===== config.mk =====
export PLATFORM = sky130hd
export DESIGN_NAME = riscv_dport_skid
export DESIGN_NICKNAME = d
export VERILOG_FILES = /design/src/rtl/riscv_dport_skid.sv
export SDC_FILE = /design/constraint.sdc
export NUM_CORES = 1
export LEC_CHECK = 0
export ABC_AREA = 1
export CAP_MARGIN = 20
export CORE_MARGIN = 2
export CORE_UTILIZATION = 48
export DETAILED_ROUTE_END_ITERATION = 7
export PLACE_DENSITY = 0.89
export RECOVER_POWER = 25
export SYNTH_ARGS = -nofsm -noshare
export SYNTH_HDL_FRONTEND = slang
export SYNTH_SLANG_ARGS = --single-unit
export TNS_END_PERCENT = 50

===== constraint.sdc =====
create_clock -name clk_i -period 8.1 [get_ports clk_i]
set_clock_uncertainty 0.1 [all_clocks]
set_input_delay 1.62 -clock clk_i [delete_from_list [all_inputs] [get_ports clk_i]]
set_output_delay 1.62 -clock clk_i [all_outputs]
set_load 0.01 [all_outputs]

===== src/rtl/riscv_dport_skid.sv =====
// riscv_dport_skid: registered request/response slice on the data port between the core and the
// tightly-coupled memory.
//
// A two-entry skid FIFO holds the full request word so that inport_accept_o depends only on
// registered state (no combinational path from inport to outport). An outstanding-request counter
// limits how many requests may be issued downstream before memory acknowledges them.
//
// Build option: define DPORT_RESP_REG_EN to register the response path (ack/error/data/tag one
// cycle late). Without it, responses are forwarded combinationally.
//
// Ports:
//   clk_i, rst_i                    clock, asynchronous active-high reset
//   inport_*_i / inport_*_o         core-side data port (request in, accept/response out)
//   outport_*_o / outport_*_i       memory-side data port (request out, accept/response in)
module riscv_dport_skid #(
  parameter int unsigned MAX_OUTSTANDING = 2
) (
  input  logic        clk_i,
  input  logic        rst_i,
  // Core side
  input  logic [31:0] inport_addr_i,
  input  logic [31:0] inport_data_wr_i,
  input  logic        inport_rd_i,
  input  logic [3:0]  inport_wr_i,
  input  logic        inport_cacheable_i,
  input  logic [10:0] inport_req_tag_i,
  input  logic        inport_invalidate_i,
  input  logic        inport_writeback_i,
  input  logic        inport_flush_i,
  output logic        inport_accept_o,
  output logic        inport_ack_o,
  output logic        inport_error_o,
  output logic [31:0] inport_data_rd_o,
  output logic [10:0] inport_resp_tag_o,
  // Memory side
  output logic [31:0] outport_addr_o,
  output logic [31:0] outport_data_wr_o,
  output logic        outport_rd_o,
  output logic [3:0]  outport_wr_o,
  output logic        outport_cacheable_o,
  output logic [10:0] outport_req_tag_o,
  output logic        outport_invalidate_o,
  output logic        outport_writeback_o,
  output logic        outport_flush_o,
  input  logic        outport_accept_i,
  input  logic        outport_ack_i,
  input  logic        outport_error_i,
  input  logic [31:0] outport_data_rd_i,
  input  logic [10:0] outport_resp_tag_i
);

  localparam int unsigned OutW = $clog2(MAX_OUTSTANDING + 1);
  localparam int unsigned ReqW = 84;

  // Request word layout:
  //   [83:52] addr  [51:20] data_wr  [19] rd  [18:15] wr  [14] cacheable
  //   [13:3] req_tag  [2] invalidate  [1] writeback  [0] flush
  logic [ReqW-1:0] mem_q [2];
  logic [ReqW-1:0] mem_d [2];
  logic            wr_ptr_q, wr_ptr_d;
  logic            rd_ptr_q, rd_ptr_d;
  logic [1:0]      count_q, count_d;
  logic [OutW-1:0] outstanding_q, outstanding_d;

  logic [ReqW-1:0] in_word;
  logic [ReqW-1:0] head_word;
  logic            in_req;
  logic            fifo_full;
  logic            fifo_nonempty;
  logic            push;
  logic            issue_en;
  logic            issue;
  logic            pop;
  logic            ack_valid;

  // ---------------------------------------------------------------------------------------------
  // Skid FIFO and outstanding counter next state
  // ---------------------------------------------------------------------------------------------
  always_comb begin
    in_word = {inport_addr_i, inport_data_wr_i, inport_rd_i, inport_wr_i, inport_cacheable_i,
               inport_req_tag_i, inport_invalidate_i, inport_writeback_i, inport_flush_i};
    in_req  = inport_rd_i | (|inport_wr_i) | inport_flush_i | inport_invalidate_i |
              inport_writeback_i;

    fifo_full     = (count_q == 2'd2);
    fifo_nonempty = (count_q != 2'd0);
    push          = in_req & ~fifo_full;
    head_word     = mem_q[rd_ptr_q];

    // A slot frees up this cycle if memory acks while we sit at the cap.
    issue_en = (outstanding_q < OutW'(MAX_OUTSTANDING)) |
               ((outstanding_q == OutW'(MAX_OUTSTANDING)) & outport_ack_i);
    issue    = fifo_nonempty & issue_en;
    pop      = issue & outport_accept_i;

    // Acks with nothing outstanding are ignored so the counter cannot underflow.
    ack_valid = outport_ack_i & (outstanding_q != '0);

    mem_d    = mem_q;
    wr_ptr_d = wr_ptr_q;
    rd_ptr_d = rd_ptr_q;
    if (push) begin
      mem_d[wr_ptr_q] = in_word;
      wr_ptr_d        = ~wr_ptr_q;
    end
    if (pop) begin
      rd_ptr_d = ~rd_ptr_q;
    end

    unique case ({push, pop})
      2'b10:   count_d = count_q + 2'd1;
      2'b01:   count_d = count_q - 2'd1;
      default: count_d = count_q;
    endcase

    unique case ({pop, ack_valid})
      2'b10:   outstanding_d = outstanding_q + OutW'(1);
      2'b01:   outstanding_d = outstanding_q - OutW'(1);
      default: outstanding_d = outstanding_q;
    endcase
  end

  always_ff @(posedge clk_i or posedge rst_i) begin
    if (rst_i) begin
      mem_q[0]      <= '0;
      mem_q[1]      <= '0;
      wr_ptr_q      <= 1'b0;
      rd_ptr_q      <= 1'b0;
      count_q       <= 2'd0;
      outstanding_q <= '0;
    end else begin
      mem_q[0]      <= mem_d[0];
      mem_q[1]      <= mem_d[1];
      wr_ptr_q      <= wr_ptr_d;
      rd_ptr_q      <= rd_ptr_d;
      count_q       <= count_d;
      outstanding_q <= outstanding_d;
    end
  end

  // ---------------------------------------------------------------------------------------------
  // Request outputs
  // ---------------------------------------------------------------------------------------------
  logic [ReqW-1:0] out_word;

  always_comb begin
    // Gate with reset so the core sees no accept while the slice is held in reset.
    inport_accept_o = ~rst_i & ~fifo_full;

    // Non-strobe fields show the head (zero when empty); strobes only while issuing.
    out_word = fifo_nonempty ? head_word : '0;

    outport_addr_o       = out_word[83:52];
    outport_data_wr_o    = out_word[51:20];
    outport_rd_o         = out_word[19] & issue;
    outport_wr_o         = out_word[18:15] & {4{issue}};
    outport_cacheable_o  = out_word[14];
    outport_req_tag_o    = out_word[13:3];
    outport_invalidate_o = out_word[2] & issue;
    outport_writeback_o  = out_word[1] & issue;
    outport_flush_o      = out_word[0] & issue;
  end

  // ---------------------------------------------------------------------------------------------
  // Response path
  // ---------------------------------------------------------------------------------------------
`ifdef DPORT_RESP_REG_EN
  logic        resp_ack_q, resp_ack_d;
  logic        resp_error_q, resp_error_d;
  logic [31:0] resp_data_q, resp_data_d;
  logic [10:0] resp_tag_q, resp_tag_d;

  always_comb begin
    resp_ack_d   = outport_ack_i;
    resp_error_d = outport_ack_i & outport_error_i;
    resp_data_d  = outport_ack_i ? outport_data_rd_i : resp_data_q;
    resp_tag_d   = outport_ack_i ? outport_resp_tag_i : resp_tag_q;
  end

  always_ff @(posedge clk_i or posedge rst_i) begin
    if (rst_i) begin
      resp_ack_q   <= 1'b0;
      resp_error_q <= 1'b0;
      resp_data_q  <= '0;
      resp_tag_q   <= '0;
    end else begin
      resp_ack_q   <= resp_ack_d;
      resp_error_q <= resp_error_d;
      resp_data_q  <= resp_data_d;
      resp_tag_q   <= resp_tag_d;
    end
  end

  always_comb begin
    inport_ack_o      = resp_ack_q;
    inport_error_o    = resp_error_q;
    inport_data_rd_o  = resp_data_q;
    inport_resp_tag_o = resp_tag_q;
  end
`else
  // Passthrough, forced to zero during reset like every other output.
  always_comb begin
    inport_ack_o      = ~rst_i & outport_ack_i;
    inport_error_o    = ~rst_i & outport_error_i;
    inport_data_rd_o  = rst_i ? 32'd0 : outport_data_rd_i;
    inport_resp_tag_o = rst_i ? 11'd0 : outport_resp_tag_i;
  end
`endif

endmodule


* After elaboration in Yosys (flattened, before gate mapping)
Cells that the tools add are included.
** Storage, ports and cells
- Input port bits :: 132
- Word-level logic and storage cells :: 61
- Output and inout bits :: 130
- Register bits :: 174
** Cells by class
- Mux-type cells :: 11
- Bitwise gates (word level) :: 24
- Add/subtract/negate cells :: 4
- $lt $le $gt $ge :: 4
- Reductions and logical operators :: 6
- Eq/ne operators :: 6
** Operators with widths (count)
- 84-bit 2-to-1 mux :: 5
- 168-bit bitwise mux :: 1
- 84-bit demux with 1-bit select :: 1
- 32-bit 2-to-1 mux :: 1
- 1-bit AND :: 12
- 11-bit 2-to-1 mux :: 1
- 2-bit equality test, second input constant :: 4
- 2-bit one-hot mux with 2 select lines :: 2
- 2-bit nonzero test :: 4
- 1-bit OR :: 5
- 2-bit by 1-bit adder with 2-bit output, second input constant :: 2
- 4-bit AND :: 1
- 2-bit by 1-bit equality test with 1-bit output, second input constant :: 2
- 2-bit greater-or-equal comparator, second input constant :: 2
- 1-bit inverter :: 4
- 1-bit inverter with 2-bit output :: 2
- 4-bit OR reduction :: 1
- 2-bit by 1-bit subtractor with 2-bit output, second input constant :: 2
- 2-bit by 1-bit < comparator with 1-bit output, second input constant :: 1
- 2-bit < comparator, second input constant :: 1
- 1-bit logical AND :: 1

* Depth between registers and ports, before layout
Gate-level depths: netlist (run 1).
- Depth in word-level cells :: 8
- Gate-level depth with buffers :: 10
- Depth with buffers taken out :: 9

* Worst setup path before layout (run 1)
OpenSTA, ideal clock, no wires.
- Path kind :: input port to output port
- Start point :: input port rst_i
- End point :: output port inport_data_rd_o[10]
- Arrival :: 2.285 ns
- Data required time :: 6.380 ns
- Setup slack :: 4.095 ns
- Path buffers :: 2
- Stages on the path :: 3
- Cells stage by stage :: clkbuf_1 > buf_1 > nor2_1
** Between the ends
- Longest elaborated chain between the ends :: 1
** Ends and longest elaborated chain
- start, declared :: line 19 : input logic rst_i,
- 32-bit 2-to-1 mux :: line 205 : inport_data_rd_o = rst_i ? 32'd0 : outport_data_rd_i;
- end, declared :: line 33 : output logic [31:0] inport_data_rd_o,
No other way between the ends.

* Final worst setup path (run 1)
- Start point :: input port inport_wr_i[0]
- End point :: register mem_q[165] (netlist name)
** Between the ends
- Longest elaborated chain between the ends :: 6
** Ends and longest elaborated chain
- start, declared :: line 24 : input logic [3:0] inport_wr_i,
- 4-bit OR reduction :: line 82 : in_req = inport_rd_i | (|inport_wr_i) | inport_flush_i | inport_invalidate_i |
- 1-bit OR (4 in a row) :: line 82
- 1-bit AND :: line 87 : push = in_req & ~fifo_full;
- end, declared :: line 58 : logic [ReqW-1:0] mem_q [2];
No other way between the ends.
A chain may end at the register's enable or synchronous reset.

==> impl_metrics.toml, run 1 <==
[logic_synthesis]
yosysMostFrequentCell = "nand2_1"
synthTopCellsByCount = "511 x nand2_1, 174 x dfrtp_1, 168 x nand4_1, 87 x a21oi_1, 56 x inv_1"
postSynthCellCount = 1168
syn_area_per_cell_um2 = 7.56
synth.distinct_cells = 20
async_reset_ff_share_pct = 100
synth_area_leaders = "dfrtp_1 49%, nand2_1 22%, nand4_1 12%, a21oi_1 4.9%, inv_1 2.4%"
synth.top_cell.area_share_pct = 49.3
synth_nets = 1302
synth_edf_count = 0
syn_area_um2 = 8830
yosysTopAreaCell = "dfrtp_1"
ys.flop_type = "dfrtp_1"
ys_seq_elements = 174
ys_seq_area_share_pct = 49.3
yosysWarnings = 0

[cells_and_area]
instances_no_fill = 1594
final_nets = 1487
design_area_um2 = 11900
syn2layout_area_growth_pct = 34.7
layout-drive-gt1-share_pct = 3.74
num_antenna_cells = 0

[sta]
finalSetupViolations = 0
slew_headroom_pct = -211
min_period_ns = 6.30
tns_ns = 0
hold_violations = 0
fin_crit_sh_pct = 77.7
fmax_mhz = 159
slew_violations = 192
tightest_slew_ns = 4.64
rsz0062_at_grt = "false"

[worst_hold_path]
hold_depth = 2
hold_class = "flop to flop"

[worst_setup_path]
path_cells = "clkdlybuf4s50_1 -> inv_1 -> nand2_1 -> nor2_1 -> nand2_1 -> nand3_4 -> buf_4 -> nand2_1 -> nand2_1"
crit_required_ns = 8.31
crit_arrival_ns = 6.51
reg2reg_slack_ns = 5.06
crit_cells = 9
ff2ff_path_depth = 6
r2r_start = "count_q[0]$_DFFE_PP0P_"
crit_buf_inv = 3
crit_fanout = 87
crit_family = "simple AND/OR/NAND/NOR gates"
cp-startpoint = "inport_wr_i[0]"
reg2reg_to = "mem_q[165]$_DFFE_PP0P_"
slowest_delay_ns = 2.05
crit_path_end_kind = "flop"
critPathCapture = "mem_q[165]$_DFFE_PP0P_"
critical_path_class = "input pin to flop"
start_kind = "input pin"
crit_top_cell = "nand2_1"
cpMaxStageDelayCell = "nand2_1"

[status]
status = "finished, violations left"
failed_checks = "max-capacitance violations, max-slew violations"

[detailed_routing]
final_antenna_net_count = 0
dr_total_vias = 8889
drcViolationCount = 0
firstDrtPassIters = 5
drt_iter0_drc = 705
via_per_inst = 5.58
post_drt_wl_per_cell_um = 16.9
routed_wl_um = 27000

[clock_network]
hold_buffers = 0
clk_pin_slew_ns = 0.07
cts.sinks = 174
clock-root-buffer = "clkbuf_16"
h-tree-depth = 4
post_cts.repair.setup_buffers = 0
cts_inserted_buffers = 17
post_cts_resized = 0
cts_tree = "built"
clk_latency_ns = 0.43
clock_path_buffers = 2

[grt]
grt_pass1_wl_um = 44000
antenna_found_initial = 0
grt.met2_usage_pct = 44.9
grt_busiest_layer = "met2"
grt_use_met3_pct = 4.99
grt_pass1_vias = 8666
grt_use_met1_pct = 37.0
grt-ovfl-total = 0
grt_max_degree = 172
gr-usage-all-layers_pct = 27.6

[floorplan]
die_h_um = 140
row_count = 49
dieArea_um2 = 19500
core_area_um2 = 18000
start_util_pct = 49.0
ios = 262
die_w_um = 140

[job]
max-cap-violations = 2

[pwr]
leakage_nw = 5.77
powerDensity_nw_per_um2 = 428
vdd_drop_max_uv = 282
power_w = 0.00509

[placed_design]
postPlaceCellArea_um2 = 11300
portBuffers = 261
place_congestion = 0.840
place_inst = 1562
dp_hpwl_um = 15900
[stage by stage]
| step | setup WS (ns) | hold WS [ns] | utilization, % |
|---|---|---|---|
| 2_1_floorplan | 1.26 | 0.342 | - |
| 3_3_place_gp | 2.78 | 0.353 | 62.7 |
| 3_5_place_dp | 2.78 | 0.358 | 62.7 |
| 4_1_cts | 2.78 | 0.374 | 66.0 |
| 5_1_grt | 1.31 | 0.385 | 66.0 |
| 6_report | 1.80 | 0.372 | 66.0 |
[placed cells by master (no fill, tap or decap), types with 2 or more instances in the layout]
cell,instances
nand2_1,512
clkdlybuf4s50_1,260
dfrtp_1,172
nand4_1,168
a21oi_1,87
inv_1,53
nor2_1,49
clkbuf_16,17
buf_4,8
inv_2,4
xnor2_1,4
o21ai_0,3
clkinv_2,3
clkinvlp_4,3
nand3_4,2
ha_1,2
inv_6,2
clkbuf_8,2
bufinv_16,2
dfrtp_4,2
[flip-flops by register name, summed over array words and instances (netlist names)]
signal         count
mem_q            168
count_q            2
outstanding_q      2
rd_ptr_q           1
wr_ptr_q           1
[logic make-up after synthesis]
family | synth area share (%)
and+or+nand+nor | 36.3
xor gates and xnor gates | 0.496
adders and majority gates | 0.283
AOI/OAI and AO/OA | 5.16
buffers and inverters | 8.48
DFF | 49.3
[worst min path at each step]
stage / startpoint / to / slack, ns
floorplan: mem_q[14]$_DFFE_PP0P_ / mem_q[14]$_DFFE_PP0P_ / 0.34
global placement: mem_q[165]$_DFFE_PP0P_ / mem_q[165]$_DFFE_PP0P_ / 0.35
detailed placement: mem_q[60]$_DFFE_PP0P_ / mem_q[60]$_DFFE_PP0P_ / 0.36
CTS: mem_q[67]$_DFFE_PP0P_ / mem_q[67]$_DFFE_PP0P_ / 0.37
global route: mem_q[4]$_DFFE_PP0P_ / mem_q[4]$_DFFE_PP0P_ / 0.38
finish: mem_q[52]$_DFFE_PP0P_ / mem_q[52]$_DFFE_PP0P_ / 0.37
[power breakdown]
part	switching (W)	leakage (nW)	internal [W]
clock network	0.000352	0.284	0.000472
logic	0.00152	3.36	0.00111
registers	0.000323	2.13	0.00132
total	0.00220	5.77	0.00290
[routing by layer]
| metal | share of wire, % | vias to the layer above |
|---|---|---|
| li1 | - | 4189 |
| met1 | 42 | 4235 |
| met2 | 49 | 413 |
| met3 | 7.0 | 52 |
| met4 | 2.5 | 0 |
| met5 | 0 | - |
[layout make-up]
class / instances / area (um2)
Clock buffer: 19 / 453
Clock inverter: 12 / 135
Fill cell: 1474 / 6120
Inverter: 58 / 219
Multi-Input combinational cell: 832 / 3750
Sequential cell: 174 / 4360
Tap cell: 229 / 287
Timing Repair Buffer: 270 / 2690
[worst reg2reg max path: stages, from the launching register on]
cell,delay [ns]
dfrtp_1,0.53
inv_2,0.12
nand2_8,0.63
nand3_4,0.69
buf_4,0.63
nand2_1,0.17
nand2_1,0.07
Power figures use the tool's default switching activity.
==> run 2, diff against run 1 <==
CORE_UTILIZATION = 43   (was 48)
PLACE_DENSITY = 0.85   (was 0.89)
clock period = 5.78 ns   (was 8.1 ns; I/O delays follow)
==> impl_metrics.toml, run 2 (synthesized netlist as in run 1, its figures left out) <==
[placed_design]
place_congestion = 0.792
portBuffers = 261
dp_hpwl_um = 15900
place_inst = 1607

[floorplan]
die_w_um = 147
ios = 262
start_util_pct = 43.8
die_h_um = 147
core_area_um2 = 20200
dieArea_um2 = 21700
row_count = 52

[worst_setup_path]
crit_required_ns = 5.76
path_cells = "dlygate4sd3_1 -> buf_4 -> clkinvlp_2 -> clkbuf_2"
crit_family = "buffers and inverters"
crit_arrival_ns = 4.50
slowest_delay_ns = 1.65
critical_path_class = "input pin to asynchronous set/reset pin"
crit_buf_inv = 4
crit_path_end_kind = "asynchronous set/reset pin"
crit_fanout = 86
cpMaxStageDelayCell = "clkbuf_2"
start_kind = "input pin"

[cells_and_area]
num_antenna_cells = 0
instances_no_fill = 1638
largest-register = "mem_q"
final_nets = 1490
final_cell_mix = "511 x nand2_1, 260 x clkdlybuf4s50_1, 172 x dfrtp_1, 168 x nand4_1, 87 x a21oi_1"
layout_commonest_cell = "nand2_1"
reg_top3 = "mem_q (168), count_q (2), outstanding_q (2)"
largest_reg_flops = 168
postLayoutCoreUtil_pct = 59.7
layout-drive-gt1-share_pct = 4.02
syn2layout_area_growth_pct = 36.3

[detailed_routing]
dr_total_vias = 8746
drt_iter0_drc = 759
routed_wl_um = 27000
firstDrtPassIters = 5
via_per_inst = 5.34
final_antenna_net_count = 0
drcViolationCount = 0
post_drt_wl_per_cell_um = 16.5

[sta]
tns_ns = 0
hold_violations = 0
tightest_slew_ns = 2.17
fmax_mhz = 221
finalSetupViolations = 0
fin_hold_ws_ns = 0.370
fin_crit_sh_pct = 78.2
min_period_ns = 4.52
slew_headroom_pct = -44.6
rsz0062_at_grt = "false"
slew_violations = 151

[clock_network]
h-tree-depth = 4
cts_tree = "built"
clk_latency_ns = 0.42
clock_path_buffers = 2
clk_pin_slew_ns = 0.06
post_cts_resized = 0
clock-root-buffer = "clkbuf_16"
cts_inserted_buffers = 17
post_cts.repair.setup_buffers = 0
cts.sinks = 174
hold_buffers = 0

[worst_hold_path]
hold_class = "flop to flop"

[grt]
antenna_found_initial = 0
grt_pass1_vias = 8359
grt-ovfl-total = 0
grt_pass1_wl_um = 43600
grt_max_degree = 109
gr-usage-all-layers_pct = 24.9

[pwr]
switching_share_pct = 42.2
vdd_drop_max_uv = 336
combPwrFrac_pct = 52.6
p_int_w = 0.00417
powerDensity_nw_per_um2 = 600
clockPowerShare_pct = 17.3
pwr-share-seq_pct = 30.1
leakage_nw = 5.83
p_sw_w = 0.00305

[job]
max-cap-violations = 2

[status]
failed_checks = "max-capacitance violations, max-slew violations"
status = "finished, violations left"
==> run 2: metrics by stage <==
stage / total power, W / cell area [um2] / worst slack, ns
floorplan: 0.00446 / 8840 / 1.83
global placement: 0.00588 / 11400 / 1.44
detailed placement: 0.00598 / 11400 / 1.40
CTS: 0.00726 / 12100 / 1.38
global route: 0.00774 / 12000 / 0.637
finish: 0.00722 / 12000 / 1.26
==> run 2: layer usage <==
| layer | global-route usage [%] | vias up | routed length [um] |
|---|---|---|---|
| li1 | - | 4185 | - |
| met1 | 33.8 | 4144 | 11300 |
| met4 | 6.35 | 0 | 382 |
| met3 | 4.78 | 30 | 1940 |
| met5 | 0 | - | 0 |
| met2 | 41.4 | 387 | 13400 |
==> run 2: power groups by stage <==
stage / combinational (W) / sequential (W) / clock (W)
3_5_place_dp: 0.00380 / 0.00218 / 0
2_1_floorplan: 0.00236 / 0.00210 / 0
6_report: 0.00379 / 0.00217 / 0.00125
4_1_cts: 0.00382 / 0.00217 / 0.00127
3_3_place_gp: 0.00373 / 0.00215 / 0
5_1_grt: 0.00417 / 0.00225 / 0.00133
==> run 2: worst reg2reg max path: stages, from the launching register on <==
cell	delay (ns)
dfrtp_1	0.48
nor2_4	0.83
buf_12	0.32
nand3b_1	0.24
inv_1	0.07
ha_1	0.32
a21oi_1	0.12
o21ai_0	0.11
xnor2_1	0.14
==> run 2: path summary, 6_finish.rpt <==
path	from	endpoint	slack, ns	depth (start not counted)
min	mem_q[66]$_DFFE_PP0P_	mem_q[66]$_DFFE_PP0P_	0.37	2
min reg2reg	mem_q[66]$_DFFE_PP0P_	mem_q[66]$_DFFE_PP0P_	0.37	2
min in group asynchronous	rst_i	outstanding_q[0]$_DFFE_PP0P_	1.67	3
max in group clk_i	outport_ack_i	outport_wr_o[1]	1.36	6
max	rst_i	mem_q[143]$_DFFE_PP0P_	1.26	4
max reg2reg	count_q[1]$_DFFE_PP0P_	count_q[1]$_DFFE_PP0P_	2.91	8
==> run 2: layout make-up <==
type                            count  area, um2
Clock buffer                       20        467
Clock inverter                     11        178
Fill cell                        1751       8130
Inverter                           58        219
Multi-Input combinational cell    832       3750
Sequential cell                   174       4360
Tap cell                          270        338
Timing Repair Buffer              273       2720
==> run 3, diff against run 2 <==
clock period = 3.81 ns   (was 5.78 ns; I/O delays follow)
==> impl_metrics.toml, run 3 (synthesized netlist as in run 1, its figures left out) <==
[grt]
grt-ovfl-total = 0
grt_pass1_vias = 8592
grt_max_degree = 115
gr-usage-all-layers_pct = 25.5
grt_pass1_wl_um = 44300
antenna_found_initial = 1

[sta]
timing.final.ws_setup_ns = 0.229
slew_headroom_pct = -1.97
finalSetupViolations = 0
hold_violations = 0
tightest_slew_ns = 1.52
tns_ns = 0
slew_violations = 30
min_period_ns = 3.58
fin_crit_sh_pct = 94.0
rsz0062_at_grt = "false"
fmax_mhz = 279

[clock_network]
clock-root-buffer = "clkbuf_16"
cts_tree = "built"
cts.sinks = 174
clock_path_buffers = 2
hold_buffers = 0
cts_inserted_buffers = 17
clk_pin_slew_ns = 0.06
post_cts_resized = 0
post_cts.repair.setup_buffers = 0
h-tree-depth = 4
clk_latency_ns = 0.43

[worst_setup_path]
ff2ff_path_depth = 8
critical_path_class = "input pin to primary output"
reg2reg_slack_ns = 1.29
crit_fanout = 8
reg2reg_to = "count_q[1]$_DFFE_PP0P_"
crit_path_end_kind = "primary output"
crit_arrival_ns = 2.72
r2r_start = "count_q[1]$_DFFE_PP0P_"
start_kind = "input pin"
crit_required_ns = 2.95
cp-startpoint = "outport_ack_i"

[pwr]
powerDensity_nw_per_um2 = 912
leakage_nw = 5.89
vdd_drop_max_uv = 417

[detailed_routing]
drcViolationCount = 0
firstDrtPassIters = 5
final_antenna_net_count = 0
dr_total_vias = 8819
via_per_inst = 5.36
routed_wl_um = 27500
post_drt_wl_per_cell_um = 16.7
drt_iter0_drc = 512

[worst_hold_path]
hold_start = "mem_q[52]$_DFFE_PP0P_"
hold_class = "flop to flop"
hold_depth = 2
hold_end = "mem_q[52]$_DFFE_PP0P_"

[placed_design]
postPlaceCellArea_um2 = 11500
place_ws_ns = 0.233
dp_hpwl_um = 16800
place_congestion = 0.813
portBuffers = 261

[floorplan]
ios = 262
die_w_um = 147
row_count = 52
die_h_um = 147
start_util_pct = 43.8
dieArea_um2 = 21700
core_area_um2 = 20200

[cells_and_area]
syn2layout_area_growth_pct = 37.9
postLayoutCoreUtil_pct = 60.4
final_nets = 1497
reg_top3 = "mem_q (168), count_q (2), outstanding_q (2)"
fillers = 1732
final_cell_mix = "511 x nand2_1, 260 x clkdlybuf4s50_1, 172 x dfrtp_1, 168 x nand4_1, 87 x a21oi_1"
largest_reg_flops = 168
largest-register = "mem_q"
design_area_um2 = 12200
layout_commonest_cell = "nand2_1"
layout-drive-gt1-share_pct = 4.51

[job]
max-cap-violations = 1

[status]
failed_checks = "max-capacitance violations, max-slew violations"
status = "finished, violations left"
-- run 3: stage by stage --
stage               hold WS [ns]  power [W]  instances
global route               0.383     0.0119       1646
global placement           0.353    0.00901       1614
CTS                        0.374     0.0112       1645
floorplan                  0.342    0.00677       1168
finish                     0.371     0.0111       1646
detailed placement         0.358    0.00917       1614
-- run 3: how the worst max path moves through the flow --
| stage | slack (ns) | cells after the start | endpoint |
|---|---|---|---|
| 3_3_place_gp | 0.27 | 6 | outport_invalidate_o |
| 4_1_cts | 0.23 | 6 | outport_invalidate_o |
| 6_report | 0.23 | 6 | outport_invalidate_o |
| 5_1_grt | 0.08 | 6 | outport_invalidate_o |
| 3_5_place_dp | 0.23 | 6 | outport_invalidate_o |
| 2_1_floorplan | 0.26 | 3 | count_q[0]$_DFFE_PP0P_ |
-- run 3: layer usage --
metal | global-route usage (%) | wire length [um]
met1 | 34.7 | 11800
met2 | 41.3 | 13300
met3 | 4.19 | 1750
met4 | 9.47 | 691
met5 | 0 | 0
-- run 3: power by group --
| group | leakage, nW | internal (W) | total (W) | switching [W] |
|---|---|---|---|---|
| combinational | 3.45 | 0.00245 | 0.00577 | 0.00333 |
| clock | 0.312 | 0.00120 | 0.00196 | 0.000754 |
| sequential | 2.13 | 0.00280 | 0.00339 | 0.000590 |
| total | 5.89 | 0.00645 | 0.0111 | 0.00467 |
-- run 3: critical path, stage by stage --
cell and delay [ns]:
clkdlybuf4s50_1 0.45, inv_1 0.06, o21ai_0 0.20, o21ai_1 0.38
a21oi_1 0.25, clkdlybuf4s50_1 0.61
-- run 3: cell type report --
cell class / instances / area [um2] / share of cell area (%)
clock buffers: 19 / 453 / 3.72
multi-input cells: 832 / 3750 / 30.8
clock inverters: 12 / 208 / 1.70
flip-flops and latches: 174 / 4360 / 35.8
diodes: 1 / 2.50 / 0.0205
inverters: 58 / 219 / 1.80
repair buffers: 280 / 2850 / 23.4
well taps: 270 / 338 / 2.77
